### src/rtl/event_period_meter_pkg.sv
// Shared types and constants for event_period_meter.
package event_period_meter_pkg;

  typedef enum logic {
    ST_IDLE,
    ST_MEASURE
  } state_t;

  // All-ones value of a w-bit counter, usable in localparam expressions.
  function automatic logic [31:0] cnt_max(input int unsigned w);
    if (w >= 32) return '1;
    return (32'd1 << w) - 32'd1;
  endfunction

endpackage

### src/rtl/event_period_meter_rise_detect.sv
// Single-flop rising-edge detector for a signal synchronous to in_clk.
module rise_detect (
  input  logic in_clk,
  input  logic in_res,
  input  logic in_sig,
  output logic out_rise
);

  logic prev_q;

  always_ff @(posedge in_clk) begin
    if (in_res) prev_q <= 1'b0;
    else        prev_q <= in_sig;
  end

  assign out_rise = in_sig & ~prev_q;

endmodule

### src/rtl/event_period_meter.sv
// Measures cycles between rising edges of in_event into a valid/ack holding register.
// Optional running min/max outputs when EVENT_PERIOD_METER_MINMAX_EN is defined.
module event_period_meter
  import event_period_meter_pkg::*;
#(
  parameter int unsigned n = 8
) (
  input  logic         in_clk,
  input  logic         in_res,
  input  logic         in_event,
  input  logic         in_enable,
  input  logic         in_ack,
  input  logic         in_clear,
  output logic [n-1:0] out_period,
  output logic         out_overflow,
  output logic         out_valid,
  output logic         out_lost,
  output logic         out_busy
`ifdef EVENT_PERIOD_METER_MINMAX_EN
  ,
  output logic [n-1:0] out_min,
  output logic [n-1:0] out_max
`endif
);

  localparam logic [31:0]  CNT_MAX_W = cnt_max(n);
  localparam logic [n-1:0] CNT_MAX   = CNT_MAX_W[n-1:0];
  localparam logic [n-1:0] CNT_ONE   = {{(n-1){1'b0}}, 1'b1};

  logic rise;

  rise_detect u_rise (
    .in_clk  (in_clk),
    .in_res  (in_res),
    .in_sig  (in_event),
    .out_rise(rise)
  );

  state_t       state_q, state_d;
  logic [n-1:0] cnt_q, cnt_d;
  logic         sat_q, sat_d;
  logic         capture;

  logic [n-1:0] period_q, period_d;
  logic         ovf_q, ovf_d;
  logic         valid_q, valid_d;
  logic         lost_q, lost_d;

  always_ff @(posedge in_clk) begin
    if (in_res) begin
      state_q  <= ST_IDLE;
      cnt_q    <= '0;
      sat_q    <= 1'b0;
      period_q <= '0;
      ovf_q    <= 1'b0;
      valid_q  <= 1'b0;
      lost_q   <= 1'b0;
    end else begin
      state_q  <= state_d;
      cnt_q    <= cnt_d;
      sat_q    <= sat_d;
      period_q <= period_d;
      ovf_q    <= ovf_d;
      valid_q  <= valid_d;
      lost_q   <= lost_d;
    end
  end

  always_comb begin
    state_d = state_q;
    cnt_d   = cnt_q;
    sat_d   = sat_q;
    capture = 1'b0;
    case (state_q)
      ST_IDLE: begin
        if (in_enable && rise) begin
          state_d = ST_MEASURE;
          cnt_d   = CNT_ONE;
          sat_d   = 1'b0;
        end
      end
      ST_MEASURE: begin
        if (!in_enable) begin
          state_d = ST_IDLE;
          cnt_d   = '0;
          sat_d   = 1'b0;
        end else if (rise) begin
          capture = 1'b1;
          cnt_d   = CNT_ONE;
          sat_d   = 1'b0;
        end else if (cnt_q != CNT_MAX) begin
          cnt_d = cnt_q + CNT_ONE;
          // Flag goes up in the same step the counter reaches its ceiling.
          if (cnt_q == CNT_MAX - CNT_ONE) sat_d = 1'b1;
        end
      end
      default: state_d = ST_IDLE;
    endcase
  end

  always_comb begin
    period_d = period_q;
    ovf_d    = ovf_q;
    valid_d  = valid_q;
    lost_d   = lost_q;
    if (in_clear) lost_d = 1'b0;
    if (capture) begin
      if (!valid_q || in_ack) begin
        period_d = cnt_q;
        ovf_d    = sat_q;
        valid_d  = 1'b1;
      end else begin
        lost_d = 1'b1;
      end
    end else if (in_ack && valid_q) begin
      valid_d = 1'b0;
    end
  end

  assign out_period   = period_q;
  assign out_overflow = ovf_q;
  assign out_valid    = valid_q;
  assign out_lost     = lost_q;
  assign out_busy     = (state_q == ST_MEASURE);

`ifdef EVENT_PERIOD_METER_MINMAX_EN
  logic [n-1:0] min_q, min_d;
  logic [n-1:0] max_q, max_d;

  always_ff @(posedge in_clk) begin
    if (in_res) begin
      min_q <= CNT_MAX;
      max_q <= '0;
    end else begin
      min_q <= min_d;
      max_q <= max_d;
    end
  end

  // A clear coinciding with a capture restarts the statistics from that capture.
  always_comb begin
    min_d = min_q;
    max_d = max_q;
    if (in_clear) begin
      min_d = CNT_MAX;
      max_d = '0;
    end
    if (capture) begin
      if (!sat_q && (cnt_q < min_d)) min_d = cnt_q;
      if (cnt_q > max_d) max_d = cnt_q;
    end
  end

  assign out_min = min_q;
  assign out_max = max_q;
`endif

endmodule
### config.mk
export PLATFORM = sky130hd
export DESIGN_NAME = event_period_meter
export DESIGN_NICKNAME = d
export VERILOG_FILES = /design/src/rtl/event_period_meter_pkg.sv /design/src/rtl/event_period_meter_rise_detect.sv /design/src/rtl/event_period_meter.sv
export SDC_FILE = /design/constraint.sdc
export NUM_CORES = 1
export LEC_CHECK = 0
export ABC_AREA = 1
export CAP_MARGIN = 10
export CORE_UTILIZATION = 55
export CTS_CLUSTER_DIAMETER = 150
export CTS_CLUSTER_SIZE = 40
export DETAILED_ROUTE_END_ITERATION = 10
export PLACE_DENSITY = 0.82
export SETUP_SLACK_MARGIN = 0.1
export SLEW_MARGIN = 20
export SYNTH_ARGS = -nofsm -noshare
export SYNTH_HDL_FRONTEND = slang
export SYNTH_SLANG_ARGS = --single-unit
### constraint.sdc
create_clock -name in_clk -period 3.2 [get_ports in_clk]
set_clock_uncertainty 0.15 [all_clocks]
set_input_delay 0.64 -clock in_clk [delete_from_list [all_inputs] [get_ports in_clk]]
set_output_delay 0.64 -clock in_clk [all_outputs]
set_load 0.01 [all_outputs]
---- Yosys cells after proc, flatten, opt, wreduce, memory -nomap -nowiden ----
Index checks and enable logic that the tools add are counted.
storage, ports and cells
  register bits ........................... 22
  bits of input ports ..................... 6
  output and inout bits ................... 12
  logic and storage cells ................. 50
cells by class
  $add $sub $neg .......................... 1
  equal/unequal tests ..................... 6
  muxes and demuxes ....................... 23
  bitwise operators ....................... 3
  reduce and logical (&&, ||, !) cells .... 9
operators with widths
  kind                                                                      number
  8-bit two-way mux                                                         4
  1-bit two-way mux                                                         16
  8-bit one-hot mux with 2 select lines                                     1
  8-bit by 1-bit adder with 8-bit output (second input constant)            1
  8-bit == test (second input constant)                                     1
  4-bit by 3-bit inequality test with 1-bit output (second input constant)  2
  8-bit inequality test (second input constant)                             1
  2-bit AND reduction                                                       3
  1-bit one-hot mux with 2 select lines                                     2
  3-bit AND reduction                                                       1
  1-bit logical AND                                                         2
  2-bit by 1-bit inequality test with 1-bit output (second input constant)  1
  2-bit inequality test (second input constant)                             1
  1-bit NOT                                                                 2
  2-bit nonzero test                                                        1
  1-bit bitwise AND                                                         1
  1-bit logical NOT                                                         1
  1-bit logical OR                                                          1

---- Depth between registers and ports, before layout ----
  word-level depth ........................ 7
  depth in mapped cells ................... 9
  depth with buffers taken out ............ 8

---- By module ----
A second synthesis with hierarchy kept.
second synthesis, totals
  cell total of the unflattened synthesis .. 141
  area total of the unflattened synthesis .. 1047.3 µm²
by module, submodules not included
  module              instances  cells each  area an instance (µm²)  sequential area each (µm²)
  event_period_meter  1          137         1016.0                  420.4
  rise_detect         1          4           31.3                    20.0

---- Least setup slack after synthesis ----
OpenSTA, ideal clock, no wires.
  path type ............................... in2reg
  from .................................... input in_res
  to ...................................... register u_rise.prev_q
  setup time .............................. 128 ps
  arrival ................................. 1268 ps
  required time ........................... 2922 ps
  path slack .............................. 1655 ps
  cell stages on the path ................. 3
  buffers on the path ..................... 2
  cell sequence ........................... clkbuf_1 -> buf_1 -> nor2_1
RTL lines
  element               RTL line                              text
  start, declared       event_period_meter.sv:9               input logic in_res,
  end signal, assigned  event_period_meter_rise_detect.sv:13  else prev_q <= in_sig;
  end, declared         event_period_meter_rise_detect.sv:9   logic prev_q;
No word-level cell between the ends.

---- Worst setup path after layout ----
  from .................................... register state_q, in the netlist out_busy
  to ...................................... output out_busy
RTL lines
  element                 RTL line                  text
  start, declared         event_period_meter.sv:39  state_t state_q, state_d;
  start signal, assigned  event_period_meter.sv:59  state_q <= state_d;
  end, declared           event_period_meter.sv:18  output logic out_busy
No word-level cell between the ends.

==> flow_metrics.tcl <==
set metrics [dict create \
    period_share_pct 63.9 \
    vdd_drop_max_mv 0.285 \
    rsz0062_at_grt "false" \
    cts_num_sinks 22 \
    yosys_warnings 0 \
    postCtsSetupBuffers 0 \
    synth.area.top_cells "dfxtp_1 42%, nand2_1 11%, a21oi_1 7.2%" \
    path_depth 1 \
    reg2reg_depth 8 \
    yosysSeqAreaShare_pct 42.0 \
    grt_pass1_vias 799 \
    crit_fanout 4 \
    synth_fp_nets 152 \
    die_w_microns 45.7 \
    diodes 0 \
    wire_per_inst_microns 11.1 \
    tns_ns 0 \
    critPathKind "reg -> out" \
    ys_top_cells_by_count "32 x nand2_1, 22 x dfxtp_1, 19 x inv_1, 15 x a21oi_1, 15 x nor2_1" \
    clk_pin_slew_ns 0.12 \
    holdBufCountCts 0 \
    cp-end-kind "primary output" \
    async_flop_share_pct 0 \
    yosysMostFrequentCell "nand2_1" \
    gp_congestion 0.821 \
    initial_core_util_pct 59.5 \
    postRouteAntennaNets 0 \
    syn_inst 144 \
    layout-drive-gt1-share_pct 10.0 \
    post_cts_resize_count 0 \
    hold_violations 0 \
    fin_cells 185 \
    fmax_mhz 489 \
    r2r-end "cnt_q[3]$_SDFFE_PP0P_" \
    gr-total-overflow 0 \
    reg2reg_slack_ns 1.46 \
    ys_ff_latch 22 \
    syn_to_final_growth_pct 19.7 \
    finalSetupViolations 0 \
    status "finished clean" \
    grt_pass1_wl_microns 3310 \
    vias 944 \
    cts_buffer_depth 2 \
    tightest_slew_ns 0.689 \
    cts.htree.levels 1 \
    ys_types 20 \
    dieArea_sq_um 2090 \
    drt_iter0_markers 26 \
    cts_tree "done" \
    port_buffers 17 \
    crit_start "out_busy$_SDFF_PP0_" \
    crit_path_cell_trace "clkdlybuf4s50_1" \
    die_h_microns 45.7 \
    viasPerCell 5.10 \
    synth-main-ff-cell "dfxtp_1" \
    yosysTopAreaCell "dfxtp_1" \
    synth_top_area_share_pct 42.0 \
    crit_end "out_busy" \
    fin_nets 169 \
    hold_depth 2 \
    grt_max_degree 18 \
    crit_path_start_kind "flip-flop" \
    synth-edff-count 0 \
    relSlewSlack_pct 53.9 \
    wl_microns 2050 \
    first_pass_iters 4 \
    fin_crit_ns 2.04 \
    arrival_ns 1.25 \
    max_stage_delay_ns 0.55 \
    hold_class "reg -> reg" \
    clock_latency_ns 0.31 \
    clockRootBuffer "clkbuf_4" \
    remaining_drc_errors 0 \
    p_leak_nw 0.446 \
    path_buf_inv 1 \
    antenna_found_initial 0 \
    syn_area_sq_um 1050 \
    slew_viol_final 0 \
    cts-buffers-inserted 3 \
    worstPathRequired_ns 2.41 \
    critPathSlowestCell "clkdlybuf4s50_1" \
    fp-row-count 15 \
    core_sq_um 1760 \
    io_pins 18 \
    cap_violations 0 \
    grt_util_all_layers_pct 22.7 \
    timing.rr.start "cnt_q[0]$_SDFFE_PP0P_" \
    hpwl_microns 1510 \
    avgSynthCellArea_sq_um 7.29 \
    cp_top_family "buffers and inverters" \
    power.density_nw_per_um2 371 \
    dp_cells 181 \
]
-- cell families (layout without fill, tap and decap cells) --
family                     Yosys count  after routing  synth area share [%]
AOI/OAI and AO/OA                   20             20                  11.0
xor gates and xnor gates             1              1                 0.834
and+or+nand+nor                     74             74                  33.4
adders and majority gates            2              2                  2.38
buffers and inverters               25             41                  10.5
DFF                                 22             22                  42.0
-- state kept, by name, summed over array words and instances (netlist names) --
name and count:
out_lost 1, cnt_q 8, sat_q 1, out_period 8, u_rise.prev_q 1, out_valid 1, out_overflow 1, out_busy 1
-- tightest hold or removal path: cells and delay by family, from the launching register on --
kind | cells | cell delay [ns]
flops | 1 | 0.33
buf+inv | 1 | 0.05
compound gates | 1 | 0.05
-- routing by layer --
layer | global-route usage [%] | routed length [microns]
met5 | 0 | 0
met4 | 10.6 | 40
met3 | 3.57 | 57
met2 | 39.4 | 1050
met1 | 27.0 | 905
-- per-stage QoR --
stage | util (%) | hold WS [ns] | cell area (sq um) | setup slack [ns] | total power, mW
4_1_cts | 71.2 | 0.313 | 1260 | 1.15 | 0.467
6_report | 71.2 | 0.310 | 1260 | 1.16 | 0.466
5_1_grt | 71.2 | 0.341 | 1260 | 1.06 | 0.480
2_1_floorplan | - | 0.279 | 1050 | 1.65 | 0.306
3_3_place_gp | 69.1 | 0.297 | 1220 | 0.932 | 0.315
3_5_place_dp | 69.1 | 0.294 | 1220 | 0.872 | 0.316
-- power breakdown --
part	leakage, nW	internal (mW)	switching (mW)
sequential	0.178	0.276	0.00248
clock	0.0210	0.0696	0.0861
combinational	0.247	0.0121	0.0196
-- how the worst min path moves through the flow --
stage	start	to	slack (ns)
after floorplan	sat_q$_SDFFE_PP0P_	sat_q$_SDFFE_PP0P_	0.28
after global placement	sat_q$_SDFFE_PP0P_	sat_q$_SDFFE_PP0P_	0.30
after detailed placement	sat_q$_SDFFE_PP0P_	sat_q$_SDFFE_PP0P_	0.29
after CTS	sat_q$_SDFFE_PP0P_	sat_q$_SDFFE_PP0P_	0.31
after global routing	out_period[1]$_SDFFE_PP0P_	out_period[1]$_SDFFE_PP0P_	0.34
final	sat_q$_SDFFE_PP0P_	sat_q$_SDFFE_PP0P_	0.31
-- cells in the final DEF (no fill, tap or decap) --
| cell | instances |
|---|---|
| nand3_2 | 4 |
| nand3_1 | 14 |
| inv_1 | 19 |
| nand4_1 | 4 |
| dfxtp_1 | 22 |
| ha_1 | 2 |
| nor2_4 | 1 |
| a21oi_1 | 15 |
| clkbuf_4 | 3 |
| nor3_1 | 2 |
| nand2_4 | 1 |
| o21ai_0 | 1 |
| xor2_1 | 1 |
| clkdlybuf4s50_1 | 17 |
| buf_4 | 1 |
| nand2_1 | 32 |
| a21oi_2 | 4 |
| nand2_2 | 1 |
| clkbuf_8 | 1 |
| nor2_1 | 15 |
-- layout make-up --
cell class,count,area (sq um)
fill,156,508
multi-input combinational,97,499
sequential,22,440
timing repair buffer,18,178
inverter,19,71.3
clock buffer,4,36.3
tap,25,31.3
Power figures use the tool's default switching activity.
